[config.mk]
export PLATFORM = sky130hd
export DESIGN_NAME = jump_state_counter
export DESIGN_NICKNAME = d
export VERILOG_FILES = /design/src/rtl/jump_state_counter.sv
export SDC_FILE = /design/constraint.sdc
export NUM_CORES = 1
export LEC_CHECK = 0
export BUFFER_PORTS_ARGS = -buffer_cell sky130_fd_sc_hd__buf_4
export CAP_MARGIN = 15
export CORE_MARGIN = 2
export CORE_UTILIZATION = 41
export DETAILED_ROUTE_END_ITERATION = 8
export PLACE_DENSITY = 0.82
export SLEW_MARGIN = 20
export SYNTH_ARGS = -nofsm -noshare
export SYNTH_HDL_FRONTEND = slang
export SYNTH_SLANG_ARGS = --single-unit
[constraint.sdc]
create_clock -name Clk -period 1.23 [get_ports Clk]
set_input_delay 0.0615 -clock Clk [delete_from_list [all_inputs] [get_ports Clk]]
set_output_delay 0.0615 -clock Clk [all_outputs]
set_load 0.03 [all_outputs]
[src/rtl/jump_state_counter.sv]
// jump_state_counter
//
// Game-state controller plus a pair of frame-gated jump counters.
//
// The state machine walks IDLE -> LOAD -> PLAY -> HALT -> IDLE, driven by
// keyboard keycodes, and advances on every Clk. LOAD lasts exactly one cycle
// and is reported on loadplat, which gives one platform-load pulse per game
// start.
//
// The counters update only on Clk edges where frame_tick is high:
//   counting  - 7-bit frame counter; increments when jump_enable is high.
//               It wraps silently.
//   counting2 - 2-bit slow counter; increments on every tick whose pre-edge
//               counting[5] is set. It does not depend on jump_enable.
//
// Parameters:
//   KEY_START   - keycode that starts a game (IDLE -> LOAD)
//   KEY_HALT    - keycode that halts play (PLAY -> HALT)
//   KEY_RESTART - keycode that returns from halt (HALT -> IDLE)
//
// Ports:
//   Clk         in   system clock; all state changes on its rising edge
//   Reset       in   synchronous, active-low reset
//   frame_tick  in   one-Clk pulse per video frame; gates both counters
//   keycode     in   [7:0] current keycode; 0 means no key
//   jump_reset  in   synchronous clear of both counters, active-high
//   jump_enable in   count enable for counting
//   counting    out  [6:0] frame counter
//   counting2   out  [1:0] slow counter
//   outstate    out  [2:0] registered game state code
//   loadplat    out  platform-load strobe, high while in LOAD
module jump_state_counter #(
    parameter logic [7:0] KEY_START   = 8'd40,
    parameter logic [7:0] KEY_HALT    = 8'd41,
    parameter logic [7:0] KEY_RESTART = 8'd21
) (
    input  logic       Clk,
    input  logic       Reset,
    input  logic       frame_tick,
    input  logic [7:0] keycode,
    input  logic       jump_reset,
    input  logic       jump_enable,
    output logic [6:0] counting,
    output logic [1:0] counting2,
    output logic [2:0] outstate,
    output logic       loadplat
);

    typedef enum logic [2:0] {
        Idle = 3'b000,
        Play = 3'b001,
        Halt = 3'b010,
        Load = 3'b011
    } stateT;

    stateT       stateReg;
    stateT       stateNext;
    logic [6:0]  countReg;
    logic [1:0]  slowReg;

    // State register
    always_ff @(posedge Clk) begin
        if (!Reset) begin
            stateReg <= Idle;
        end else begin
            stateReg <= stateNext;
        end
    end

    // Next-state logic; unused codes fall back to Idle
    always_comb begin
        stateNext = stateReg;
        unique case (stateReg)
            Idle: if (keycode == KEY_START)   stateNext = Load;
            Load:                             stateNext = Play;
            Play: if (keycode == KEY_HALT)    stateNext = Halt;
            Halt: if (keycode == KEY_RESTART) stateNext = Idle;
            default:                          stateNext = Idle;
        endcase
    end

    // Jump counters. Both branches read pre-edge values, so a tick that bumps
    // counting past bit 5 does not also bump counting2 on the same edge.
    always_ff @(posedge Clk) begin
        if (!Reset) begin
            countReg <= 7'd0;
            slowReg  <= 2'd0;
        end else if (frame_tick) begin
            if (jump_reset) begin
                countReg <= 7'd0;
                slowReg  <= 2'd0;
            end else begin
                if (jump_enable) begin
                    countReg <= countReg + 7'd1;
                end
                if (countReg[5]) begin
                    slowReg <= slowReg + 2'd1;
                end
            end
        end
    end

    assign outstate  = stateReg;
    assign loadplat  = (stateReg == Load);
    assign counting  = countReg;
    assign counting2 = slowReg;

endmodule

==> impl_metrics.yaml <==
run_status:
  run_status: "complete, no violations"
timing:
  timing.fmax_ghz: 0.845
  setup-violations-final: 0
  post-route-min-period_ns: 1.18
  timing_hold_violations_final: 0
  finalCritPeriodShare: 0.962
  number_of_pins_with_negative_max_slew_slack_in_the_final_report: 0
  timing.setup.tns_ns: 0
  timing.clock.skew_ns: 0.00280
synth:
  cell_area_synth_um2: 649
  number_of_synthesized_flops_with_an_enable_pin: 0
  netlist.area_leader.share: 0.339
  synth.lib_cells_used.distinct: 29
  synth_top_cell_by_area: "sky130_fd_sc_hd__dfxtp_1"
  synth.yosys.seq_area_share: 0.339
  ys.flop_type: "sky130_fd_sc_hd__dfxtp_1"
  yosys_register_bits: 11
  syn_avg_cell_area_um2: 8.66
  yosysMostFrequentCell: "sky130_fd_sc_hd__dfxtp_1"
  ys.warnings.count: 0
  fraction_of_registers_with_async_set_or_reset_after_synthesis: 0
  netlist_instances: 75
  synth_fp_nets: 93
  ys_top_cells_by_count: "sky130_fd_sc_hd__dfxtp_1, sky130_fd_sc_hd__nand2_1, sky130_fd_sc_hd__o21ai_0, sky130_fd_sc_hd__ha_1, sky130_fd_sc_hd__nor2_1"
  synth_top_cells_by_area: "sky130_fd_sc_hd__dfxtp_1, sky130_fd_sc_hd__ha_1, sky130_fd_sc_hd__o21ai_0, sky130_fd_sc_hd__nand2_1, sky130_fd_sc_hd__nand4b_1"
layout:
  area_growth_pct: 52.2
  final_layout_size_suffix_gt1_frac: 0.505
  finish.utilization: 0.664
  antenna_cells_inserted: 0
  fin_area_um2: 988
  design.final.nets: 124
  nFillCells: 129
  finalNonFillerCells: 121
clock_tree:
  htree_num_levels: 1
  clock_insertion_delay_worst_skew_ns: 0.27
  cts_tree: "yes"
  clk_path_buf_depth: 2
  worst_setup_hold_path_clk_slew_ns: 0.07
  cts_num_sinks: 11
  total_clock_buffers_created_by_cts: 3
  cts_root_buf: "sky130_fd_sc_hd__clkbuf_4"
  cts.hold.buffers_added: 0
global_routing:
  groute.layer.met3.usage: 0.0292
  grtUsageTotal: 0.160
  grt_met2_use: 0.312
  grt-busiest-layer: "met2"
  gr_met1_demand_resource: 0.160
  grt.overflow.total: 0
  grt_max_degree: 10
  first_pass_grt_wire_length_um: 2310
  antenna_found_initial: 0
  first_global_vias: 594
power_and_ir_drop:
  total_power_density_per_cell_area_nw_per_um2: 716
  finalPower_uw: 708
  static-leakage-power_uw: 0.000423
  power.ir.vdd_worst_uv: 589
critical_path:
  worstPathBufferInverterCount: 1
  timing.critical_path.cells: "inv_4 -> ha_2 -> a21o_2 -> a21oi_4 -> mux2i_1"
  critPathRequiredTime_ns: 1.43
  crit_path_start_kind: "flip-flop"
  timing_worst_setup_path_type: "reg -> reg"
  critical_path_top_delay_cell: "sky130_fd_sc_hd__dfxtp_4"
  worst-path-max-fanout: 3
  timing.critical_path.max_delay_family: "flip-flops"
  cp_data_arrival_time_ns: 1.39
  worst_path_largest_cell_delay_ns: 0.38
  setup.worst_path.end_class: "flip-flop"
placed_design:
  place_congestion: 0.790
  post-place-cells: 117
  postPlaceCellArea_um2: 878
  portBuffers: 24
drt:
  vias_post_dr: 683
  viasPerCell: 5.64
  totalWireLength_um: 1600
  first_pass_iters: 4
  route.detailed.drc: 0
  postRouteAntennaNets: 0
  dr.first_iter.drc_count: 11
  routedWlPerCell_um: 13.2
floorplan:
  pin_count: 26
  die_width_um: 43.8
  dieHeight_um: 43.8
  initial_utilization: 0.436
  die_area_um2: 1920
  number_of_rows_created_at_floorplan: 14
  core_um2: 1490
flow_run:
  maxCapViolCount: 0
hold_path:
  hold_path.class: "in -> reg"
## state kept, by name, indices dropped and copies added, names as in the netlist
name and count:
counting2 2, outstate 2, counting 7
## metrics by stage
step           hold WS, ns  worst slack (ns)
2_1_floorplan        0.183           -0.0376
3_3_place_gp         0.330            -0.115
3_5_place_dp         0.336            -0.146
4_1_cts             0.0592            0.0110
5_1_grt             0.0653          -0.00999
6_report            0.0520            0.0465
## metal layers
metal | routed length, um | up-vias
li1 | - | 322
met1 | 643 | 326
met2 | 827 | 30
met3 | 101 | 5
met4 | 24 | 0
met5 | 0 | -
## area by class of cell
class | count | area (um2) | share of cell area
Clock buffer | 4 | 26.3 | 0.0266
Inverter | 3 | 16.3 | 0.0165
Multi-Input combinational cell | 59 | 480 | 0.486
Tap cell | 16 | 20.0 | 0.0203
Timing Repair Buffer | 28 | 214 | 0.216
Sequential cell | 11 | 231 | 0.234
## timing repair
action,CTS,global route
gates resized for setup,4,16
buffers inserted,0,0
pin swaps,1,5
endpoints found under the setup margin,2,4
## path summary, 6_finish.rpt
check	from	endpoint	slack [ns]	depth (start not counted)
setup / recovery	outstate[0]$_SDFFE_PN0P_	outstate[0]$_SDFFE_PN0P_	0.05	5
hold reg to reg	counting[3]$_SDFFE_PN0P_	counting[3]$_SDFFE_PN0P_	0.53	2
setup reg to reg	outstate[0]$_SDFFE_PN0P_	outstate[0]$_SDFFE_PN0P_	0.05	5
hold / removal	Reset	counting[2]$_SDFFE_PN0P_	0.05	2
## report_power, final
part           switching [uW]  internal (uW)
combinational            49.2           49.7
clock                     124            126
sequential               3.31            355
total                     177            531
## cell families after synthesis
| kind of cell | count (synthesis) | share of synthesized area |
|---|---|---|
| AOI/OAI and AO/OA | 19 | 0.185 |
| buffers and inverters | 5 | 0.0366 |
| adders and majority gates | 5 | 0.0963 |
| muxes | 1 | 0.0154 |
| DFF | 11 | 0.339 |
| and+or+nand+nor | 29 | 0.268 |
| other | 1 | 0.00577 |
| xor gates and xnor gates | 4 | 0.0540 |
## layout by cell type (no fill, tap or decap), types with 2 or more instances in the layout
cell,count
sky130_fd_sc_hd__ha_4,3
sky130_fd_sc_hd__clkbuf_4,3
sky130_fd_sc_hd__dfxtp_2,3
sky130_fd_sc_hd__xor2_1,2
sky130_fd_sc_hd__o21ai_0,7
sky130_fd_sc_hd__a21oi_1,3
sky130_fd_sc_hd__nor2_1,4
sky130_fd_sc_hd__xnor2_1,2
sky130_fd_sc_hd__and2_1,2
sky130_fd_sc_hd__nand4b_1,3
sky130_fd_sc_hd__nand2_1,10
sky130_fd_sc_hd__inv_4,2
sky130_fd_sc_hd__dfxtp_4,2
sky130_fd_sc_hd__buf_4,27
sky130_fd_sc_hd__dfxtp_1,6
## worst register-to-register path, cell delays in order, from the launching register on
cell and delay (ns):
sky130_fd_sc_hd__dfxtp_4 0.38, sky130_fd_sc_hd__inv_4 0.04, sky130_fd_sc_hd__ha_2 0.18, sky130_fd_sc_hd__a21o_2 0.20, sky130_fd_sc_hd__a21oi_4 0.13, sky130_fd_sc_hd__mux2i_1 0.18
(Power assumes the default switching activity.)
